<file path="config.mk">
export PLATFORM = sky130hd
export DESIGN_NAME = hidden_value_streamer_flat
export DESIGN_NICKNAME = d
export VERILOG_FILES = /design/src/rtl/hidden_value_streamer_pkg.sv /design/src/rtl/hidden_value_streamer_if.sv /design/src/rtl/hidden_value_streamer_skid_fifo2.sv /design/src/rtl/hidden_value_streamer.sv /design/src/flat_wrapper.sv
export SDC_FILE = /design/constraint.sdc
export NUM_CORES = 1
export LEC_CHECK = 0
export CORE_MARGIN = 2
export CORE_UTILIZATION = 55
export DETAILED_ROUTE_END_ITERATION = 8
export DONT_BUFFER_PORTS = 1
export PLACE_DENSITY = 0.73
export SLEW_MARGIN = 30
export SYNTH_ARGS = -nofsm -noshare
export SYNTH_HDL_FRONTEND = slang
export SYNTH_SLANG_ARGS = --single-unit
</file>
<file path="constraint.sdc">
create_clock -name clk -period 4.85 [get_ports clk]
set_input_delay 0.97 -clock clk [delete_from_list [all_inputs] [get_ports clk]]
set_output_delay 0.97 -clock clk [all_outputs]
set_load 0.1 [all_outputs]
</file>
<file path="src/rtl/hidden_value_streamer_pkg.sv">
// Shared types and widths for the hidden-layer value streamer.
// Widths here must track the 32x8 hidden-output RAM.
package hidden_value_streamer_pkg;

    localparam int HID_DATA_W = 8;
    localparam int HID_ADDR_W = 5;

    typedef enum logic [1:0] {
        ST_IDLE = 2'd0,
        ST_RUN  = 2'd1,
        ST_DONE = 2'd2
    } stream_state_e;

    typedef logic [HID_DATA_W-1:0] stream_word_t;

endpackage

</file>
<file path="src/rtl/hidden_value_streamer_if.sv">
// Valid/ready stream from the hidden-value streamer to the output-layer MAC.
interface hidden_value_streamer_if #(
    parameter int DATA_W = hidden_value_streamer_pkg::HID_DATA_W
);
    logic [DATA_W-1:0] out_data;
    logic              out_valid;
    logic              out_ready;
    logic              out_last;

    modport master (
        output out_data,
        output out_valid,
        output out_last,
        input  out_ready
    );

    modport slave (
        input  out_data,
        input  out_valid,
        input  out_last,
        output out_ready
    );
endinterface

</file>
<file path="src/rtl/hidden_value_streamer_skid_fifo2.sv">
// Two-entry FIFO that absorbs the RAM read latency under output backpressure.
// Simultaneous push and pop are both honoured.
module skid_fifo2
    import hidden_value_streamer_pkg::*;
#(
    parameter int DATA_W = HID_DATA_W
) (
    input  logic              clk,
    input  logic              rst,
    input  logic              push,
    input  logic [DATA_W-1:0] wdata,
    input  logic              pop,
    output logic [DATA_W-1:0] rdata,
    output logic [1:0]        count
);

    logic [DATA_W-1:0] mem [2];
    logic              wr_ptr;
    logic              rd_ptr;
    logic              do_pop;
    logic              do_push;

    assign do_pop  = pop && (count != 2'd0);
    assign do_push = push && ((count != 2'd2) || do_pop);
    assign rdata   = mem[rd_ptr];

    always_ff @(posedge clk) begin
        if (do_push) begin
            mem[wr_ptr] <= wdata;
        end
    end

    always_ff @(posedge clk or posedge rst) begin
        if (rst) begin
            wr_ptr <= 1'b0;
            rd_ptr <= 1'b0;
            count  <= 2'd0;
        end else begin
            if (do_push) begin
                wr_ptr <= ~wr_ptr;
            end
            if (do_pop) begin
                rd_ptr <= ~rd_ptr;
            end
            count <= count + {1'b0, do_push} - {1'b0, do_pop};
        end
    end

    // The issue throttle upstream guarantees a free slot for every push.
    a_no_overflow: assert property (@(posedge clk) disable iff (rst)
        !(push && !do_pop && (count == 2'd2)));

endmodule

</file>
<file path="src/rtl/hidden_value_streamer.sv">
// Streams a window of hidden-layer activations from the hidden-output RAM
// to the output-layer MAC as a valid/ready stream.
//
// state   | meaning
// IDLE    | waiting for start; base and length latched when it arrives
// RUN     | issuing RAM reads and emitting words until the final handshake
// DONE    | one-cycle done pulse, then back to IDLE
module hidden_value_streamer
    import hidden_value_streamer_pkg::*;
#(
    parameter int DATA_W = HID_DATA_W,
    parameter int ADDR_W = HID_ADDR_W
) (
    input  logic                  clk,
    input  logic                  rst,
    input  logic                  start,
    input  logic [ADDR_W-1:0]     base_addr,
    input  logic [ADDR_W:0]       num_values,
    output logic [ADDR_W-1:0]     ram_addr,
    input  logic [DATA_W-1:0]     ram_q,
    hidden_value_streamer_if.master out_if,
    output logic                  busy,
    output logic                  done
);

    localparam logic [ADDR_W:0] DEPTH = (ADDR_W+1)'(2**ADDR_W);
    localparam logic [ADDR_W:0] ONE   = (ADDR_W+1)'(1);

    stream_state_e     state;
    stream_state_e     state_nxt;
    logic [ADDR_W-1:0] base_lat;
    logic [ADDR_W:0]   num_lat;
    logic [ADDR_W:0]   num_sat;
    logic [ADDR_W:0]   issue_idx;
    logic [ADDR_W:0]   emit_idx;
    logic              inflight;
    logic              issue;
    logic              pop;
    logic              last_hs;
    logic [2:0]        occupancy;
    logic [1:0]        fifo_count;
    logic [DATA_W-1:0] fifo_head;

    assign num_sat  = (num_values > DEPTH) ? DEPTH : num_values;
    assign ram_addr = base_lat + issue_idx[ADDR_W-1:0];
    assign busy     = (state != ST_IDLE);
    assign done     = (state == ST_DONE);

    assign out_if.out_valid = (fifo_count != 2'd0);
    assign out_if.out_data  = fifo_head;
    assign out_if.out_last  = out_if.out_valid && (emit_idx == num_lat - ONE);
    assign pop              = out_if.out_valid && out_if.out_ready;

    always_ff @(posedge clk or posedge rst) begin
        if (rst) begin
            state <= ST_IDLE;
        end else begin
            state <= state_nxt;
        end
    end

    always_comb begin
        state_nxt = state;
        issue     = 1'b0;
        // Words that will occupy the FIFO after this edge, ignoring a new issue.
        occupancy = {1'b0, fifo_count} + {2'b00, inflight} - {2'b00, pop};
        last_hs   = pop && (emit_idx == num_lat - ONE);
        case (state)
            ST_IDLE: begin
                if (start) begin
                    state_nxt = (num_values == '0) ? ST_DONE : ST_RUN;
                end
            end
            ST_RUN: begin
                issue = (issue_idx < num_lat) && (occupancy < 3'd2);
                if (last_hs) begin
                    state_nxt = ST_DONE;
                end
            end
            ST_DONE: begin
                state_nxt = ST_IDLE;
            end
            default: begin
                state_nxt = ST_IDLE;
            end
        endcase
    end

    always_ff @(posedge clk or posedge rst) begin
        if (rst) begin
            base_lat  <= '0;
            num_lat   <= '0;
            issue_idx <= '0;
            emit_idx  <= '0;
            inflight  <= 1'b0;
        end else begin
            inflight <= issue;
            if ((state == ST_IDLE) && start) begin
                base_lat  <= base_addr;
                num_lat   <= num_sat;
                issue_idx <= '0;
                emit_idx  <= '0;
            end else if (state == ST_RUN) begin
                if (issue) begin
                    issue_idx <= issue_idx + ONE;
                end
                if (pop) begin
                    emit_idx <= emit_idx + ONE;
                end
            end
        end
    end

    // ram_q is only meaningful the cycle after an issue.
    skid_fifo2 #(
        .DATA_W (DATA_W)
    ) u_fifo (
        .clk   (clk),
        .rst   (rst),
        .push  (inflight),
        .wdata (ram_q),
        .pop   (pop),
        .rdata (fifo_head),
        .count (fifo_count)
    );

endmodule

</file>
<file path="src/flat_wrapper.sv">
// flat-port wrapper written by rule: the top's interface ports become plain ports
module hidden_value_streamer_flat import hidden_value_streamer_pkg::*;
#(
    parameter int DATA_W = HID_DATA_W,
    parameter int ADDR_W = HID_ADDR_W
)
  (clk, rst, start, base_addr, num_values, ram_addr, ram_q, busy, done, out_if_out_data, out_if_out_valid, out_if_out_last, out_if_out_ready);
  hidden_value_streamer_if #(.DATA_W(DATA_W)) out_if_i ();
  input  logic clk;
  input  logic rst;
  input  logic start;
  input  logic [ADDR_W-1:0] base_addr;
  input  logic [ADDR_W:0] num_values;
  output logic [ADDR_W-1:0] ram_addr;
  input  logic [DATA_W-1:0] ram_q;
  output logic busy;
  output logic done;
  output wire logic [$bits(out_if_i.out_data)-1:0] out_if_out_data;
  output wire logic [$bits(out_if_i.out_valid)-1:0] out_if_out_valid;
  output wire logic [$bits(out_if_i.out_last)-1:0] out_if_out_last;
  input wire logic [$bits(out_if_i.out_ready)-1:0] out_if_out_ready;
  assign out_if_out_data = out_if_i.out_data;
  assign out_if_out_valid = out_if_i.out_valid;
  assign out_if_out_last = out_if_i.out_last;
  assign out_if_i.out_ready = out_if_out_ready;
  hidden_value_streamer #(.DATA_W(DATA_W), .ADDR_W(ADDR_W)) u_core (.clk(clk), .rst(rst), .start(start), .base_addr(base_addr), .num_values(num_values), .ram_addr(ram_addr), .ram_q(ram_q), .out_if(out_if_i), .busy(busy), .done(done));
endmodule
</file>
==> Word level (Yosys, flattened, before mapping) <==
Memory sizes are Yosys's and may differ from the RTL's.
Cells that the tools add are included.
{ "op_classes": {"addsub": 8, "order_cmp": 3, "n_eq_ne": 6, "n_mux": 14, "n_bitwise": 2, "n_reduce_logical": 18} }
{ "op_table": {"columns": ["cell", "count"], "rows": [
  ["6-bit two-way mux", 7],
  ["6-bit by 1-bit adder with 6-bit output, second input constant", 2],
  ["2-bit nonzero test", 5],
  ["1-bit logical AND", 7],
  ["6-bit equality test", 1],
  ["6-bit greater-than comparator, second input constant", 1],
  ["6-bit logical NOT", 1],
  ["6-bit < comparator", 1],
  ["2-bit two-way mux", 3],
  ["2-bit AND reduction", 3],
  ["6-bit by 1-bit subtractor with 6-bit output, second input constant", 1],
  ["5-bit adder", 1],
  ["2-bit inequality test, second input constant", 2],
  ["2-bit case mux with 2 select lines", 1],
  ["2-bit by 1-bit adder with 3-bit output", 1],
  ["3-bit by 2-bit < comparator with 1-bit output, second input constant", 1],
  ["1-bit two-way mux", 3],
  ["3-bit by 1-bit subtractor with 3-bit output", 1],
  ["2-bit by 1-bit adder with 2-bit output", 1],
  ["2-bit by 1-bit equality test with 1-bit output, second input constant", 1],
  ["2-bit equality test, second input constant", 1],
  ["2-bit logical NOT", 1],
  ["2-bit by 1-bit inequality test with 1-bit output, second input constant", 1],
  ["1-bit NOT", 2],
  ["2 further kinds", 2]
]} }
{ "word_totals": {"ff_bits": 30, "mem_bits_rw": 16, "output_inout_bits": 17, "elab_cells": 61, "n_memories": 1} }
{ "memory_table": {"columns": ["name", "depth", "word_bits", "read_ports", "rd_clocked_by_memory_dff", "write_ports", "line_no", "text"], "rows": [
  ["u_core.u_fifo.mem", 2, 8, 1, 0, 1, "hidden_value_streamer_skid_fifo2.sv:17", "logic [DATA_W-1:0] mem [2];"]
]} }

==> Logic depth before layout (Yosys ltp) <==
{ "depth": {"word_depth": 9, "mapped_depth": 11, "depth_no_buf": 11} }

==> Modules after synthesis <==
Synthesis repeated with hierarchy kept, for this count alone.
{ "unflattened": {"cells_unflattened": 217, "area_unflattened_um2": 2558.7} }
{ "by_module_without_submodules": {"columns": ["mod", "n_inst", "cells_per_inst", "area_per_inst_um2"], "rows": [
  ["hidden_value_streamer", 1, 172, 1747.9],
  ["skid_fifo2", 1, 45, 810.8]
]} }

==> Least setup slack after synthesis <==
OpenSTA, ideal clock, no wires.
{ "synth_path": {"kind": "reg-to-output", "start": "reg u_core.issue_idx[0]", "end": "out ram_addr[4]", "t_arrival_ns": 2.791, "setup_slack_ns": 1.089, "path_stages_with_launch": 8, "path_buffers": 0, "cell_sequence": "dfrtp_1 > ha_1 > inv_1 > fa_1 > inv_1 > a21o_1 > a21oi_1 > xnor2_1"} }
{ "synth_via": {"elab_chain_len": 1} }
{ "synth_lines": {"columns": ["element", "line_no", "text"], "rows": [
  ["start, declared", "hidden_value_streamer.sv:34", "logic [ADDR_W:0] issue_idx;"],
  ["start signal, assigned", "hidden_value_streamer.sv:105", "issue_idx <= issue_idx + ONE;"],
  ["5-bit adder", "hidden_value_streamer.sv:45", "assign ram_addr = base_lat + issue_idx[ADDR_W-1:0];"],
  ["end, declared", "flat_wrapper.sv:14", "output logic [ADDR_W-1:0] ram_addr;"]
]} }
No other way between the ends.

==> Worst setup path after layout <==
{ "layout_path": {"start": "reg u_core.num_lat[0]", "end": "out out_if_out_last"} }
{ "layout_via": {"elab_chain_len": 3} }
{ "layout_lines": {"columns": ["element", "line_no", "text"], "rows": [
  ["start, declared", "hidden_value_streamer.sv:32", "logic [ADDR_W:0] num_lat;"],
  ["start signal, assigned", "hidden_value_streamer.sv:100", "num_lat <= num_sat;"],
  ["6-bit by 1-bit subtractor with 6-bit output", "hidden_value_streamer.sv:51", "assign out_if.out_last = out_if.out_valid && (emit_idx == num_lat - ONE);"],
  ["6-bit equality test", "hidden_value_streamer.sv:51", null],
  ["1-bit logical AND", "hidden_value_streamer.sv:51", null],
  ["end, declared", "flat_wrapper.sv:20", "output wire logic [$bits(out_if_i.out_last)-1:0] out_if_out_last;"]
]} }
No other way between the ends.

==> impl_metrics.json <==
{
  "clockBufferDepth": 2,
  "grt_pass1_wl_um": 6670,
  "cts_buffers": 5,
  "hp-class": "register to register",
  "period_share_pct": 68.7,
  "antenna_found_initial": 0,
  "dieArea_um2": 4950,
  "finalWorstSetupSlack_ns": 1.52,
  "portBuffers": 0,
  "die_h_um": 70.3,
  "coreArea_um2": 4290,
  "io-pin-count": 40,
  "holdPathStages": 2,
  "totalWireLength_um": 4050,
  "rsz0062_at_grt": "false",
  "end_kind": "output port",
  "drt_iter0_markers": 56,
  "wl_per_cell_um": 14.8,
  "critPathKind": "register to output port",
  "num_vias": 1506,
  "grt_overflow": 0,
  "use_met2_pct": 29.7,
  "post_cts_buffers": 0,
  "hold_viol": 0,
  "worst_pin_slew_ns": 0.861,
  "initial_core_util_pct": 56.4,
  "grt_pass1_vias": 1437,
  "track_usage_pct": 17.6,
  "hold_buffers": 0,
  "crit_path_top_delay_cell": "nor2b_4",
  "gr-usage-met1_pct": 21.6,
  "worstSetupStartpointType": "register",
  "insertedDiodeCount": 0,
  "reg2reg_slack_ns": 1.80,
  "clk_pin_slew_worst_paths_ns": 0.09,
  "drt-pass1-iter-count": 5,
  "critPathMaxFanout": 4,
  "fmax_mhz": 300,
  "drive_above_1_share_pct": 15.8,
  "slowest_delay_ns": 0.54,
  "hpwlAfterDp_um": 2980,
  "numClockSinks": 46,
  "drc": 0,
  "cts_resized": 0,
  "drv_slew": 0,
  "period_needed_ns": 3.33,
  "ys_seq_area_share_pct": 50.9,
  "crit_family": "simple AND/OR/NAND/NOR gates",
  "setup_viol": 0,
  "met3_usage_pct": 4.76,
  "avgViaCountPerCell": 5.50,
  "path_cells": "inv_1 -> ha_1 -> xor2_1 -> nand3_1 -> a2111o_1 -> nor2b_4",
  "ys_ff_latch": 46,
  "nets": 261,
  "arrival_ns": 2.36,
  "ys_warn_count": 0,
  "final_antenna_net_count": 0,
  "avgSynthCellArea_um2": 11.4,
  "cts-root-buf": "clkbuf_8",
  "drv_cap": 0,
  "path_depth": 6,
  "reg2reg_depth": 11,
  "tritoncts": "built",
  "syn-instance-count": 213,
  "gp_congestion": 0.770,
  "fin_skew_ns": 0.00711,
  "htreeDepth": 2,
  "syn_nets": 253,
  "grt_max_degree": 31,
  "die_x_um": 70.3,
  "clock_latency_ns": 0.31,
  "rows": 24,
  "gr-max-usage-layer": "met2",
  "dp_slack_ns": 1.42,
  "max-slew-margin-rel_pct": 42.7,
  "fin_setup_tns_ns": 0,
  "worstPathRequired_ns": 3.88,
  "area_growth_syn_to_layout_pct": 9.04,
  "crit_buf_inv": 1,
  "mappedNetlistArea_um2": 2420,
  "outcome": "completed",
  "synth_cell_type_count": 42
}
## layer usage
| metal | routed length (um) | up-vias |
|---|---|---|
| met3 | 173 | 4 |
| met1 | 1750 | 720 |
| met2 | 2080 | 30 |
| met4 | 51 | 0 |
| li1 | - | 752 |
| met5 | 0 | - |
## flip-flops by register name, indices dropped and copies added (netlist names)
name                  flops
u_core.base_lat           5
u_core.emit_idx           6
u_core.inflight           1
u_core.issue_idx          6
u_core.num_lat            6
u_core.state              2
u_core.u_fifo.count       2
u_core.u_fifo.mem        16
u_core.u_fifo.rd_ptr      1
u_core.u_fifo.wr_ptr      1
## final timing paths
path | start | to
worst max-delay path | u_core.num_lat[0]$_DFFE_PP0P_ | out_if_out_last
worst min-delay path | u_core.base_lat[0]$_DFFE_PP0P_ | u_core.base_lat[0]$_DFFE_PP0P_
worst max register to register | u_core.u_fifo.count[1]$_DFF_PP0_ | u_core.issue_idx[2]$_DFFE_PP0P_
worst min register to register | u_core.base_lat[0]$_DFFE_PP0P_ | u_core.base_lat[0]$_DFFE_PP0P_
max in group asynchronous | rst | u_core.base_lat[2]$_DFFE_PP0P_
min in group asynchronous | rst | u_core.emit_idx[2]$_DFFE_PP0P_
## Yosys cell counts (all sizes together)
cell | instances | area, um^2
dfrtp | 30 | 751
nand2 | 22 | 82.6
inv | 20 | 75.1
edfxtp | 16 | 480
nor2 | 16 | 60.1
ha | 15 | 188
xnor2 | 14 | 123
o21ai | 10 | 50.0
xor2 | 9 | 78.8
mux2 | 8 | 90.1
a21oi | 5 | 36.3
nand3b | 5 | 37.5
clkbuf | 4 | 15.0
nand4 | 4 | 25.0
a21o | 3 | 22.5
nand2b | 3 | 26.3
a2111oi | 2 | 42.5
a31o | 2 | 17.5
and3 | 2 | 13.8
fa | 2 | 40.0
mux2i | 2 | 20.0
nand3 | 2 | 10.0
nor2b | 2 | 12.5
o31ai | 2 | 15.0
a2111o | 1 | 11.3
a211o | 1 | 17.5
a211oi | 1 | 7.51
a31oi | 1 | 6.26
and2 | 1 | 6.26
and4 | 1 | 8.76
nor3 | 1 | 5.00
nor4 | 1 | 6.26
o211a | 1 | 10.0
o22ai | 1 | 6.26
o2bb2ai | 1 | 8.76
o32ai | 1 | 8.76
or2 | 1 | 6.26
## logic make-up after synthesis
group	after synthesis	share of synthesized area, %
flops	46	50.9
buf+inv	24	3.72
simple gates	61	12.4
xor+xnor	23	8.32
compound gates	32	10.7
fa+ha+maj	17	9.41
mux	10	4.55
## worst reg2reg max path, cell delays in order, from the launching register on
cell       delay, ns
dfrtp_1         0.45
o21ai_1         0.45
inv_1           0.10
ha_1            0.30
nand2b_1        0.15
fa_1            0.48
inv_1           0.05
a2111oi_2       0.20
nand2_1         0.19
a21oi_4         0.26
a211oi_1        0.12
a31o_2          0.22
## through the flow
stage                     std cells  hold WS (ns)  util [%]  instance area (um^2)
after floorplan                 213         0.450         -                  2420
after global placement          266         0.464      59.1                  2540
after detailed placement        266         0.467      59.3                  2550
after CTS                       274         0.489      61.5                  2640
after global routing            274         0.508      61.5                  2640
final                           274         0.482      61.5                  2640
## cells in the final DEF, fill, tap and decap left out, drive strengths merged, types with 8 or more instances in the layout
cell type | netlist | layout
edfxtp | 16 | 16
o21ai | 10 | 10
inv | 20 | 21
ha | 15 | 15
xor2 | 9 | 9
nor2 | 16 | 16
nand2 | 22 | 22
mux2 | 8 | 8
dfrtp | 30 | 30
xnor2 | 14 | 14
## final cells by class
class                           instances  area, um^2
Sequential cell                        46        1230
Multi-Input combinational cell        143        1140
Clock buffer                            5        68.8
Timing Repair Buffer                    5        37.5
Inverter                               20        75.1
Clock inverter                          3        25.0
Fill cell                             369        1650
Tap cell                               52        65.1
Power is left out: the tool's default activity adds up to more than one toggle a clock period on the data nets, which glitch-free logic cannot reach.
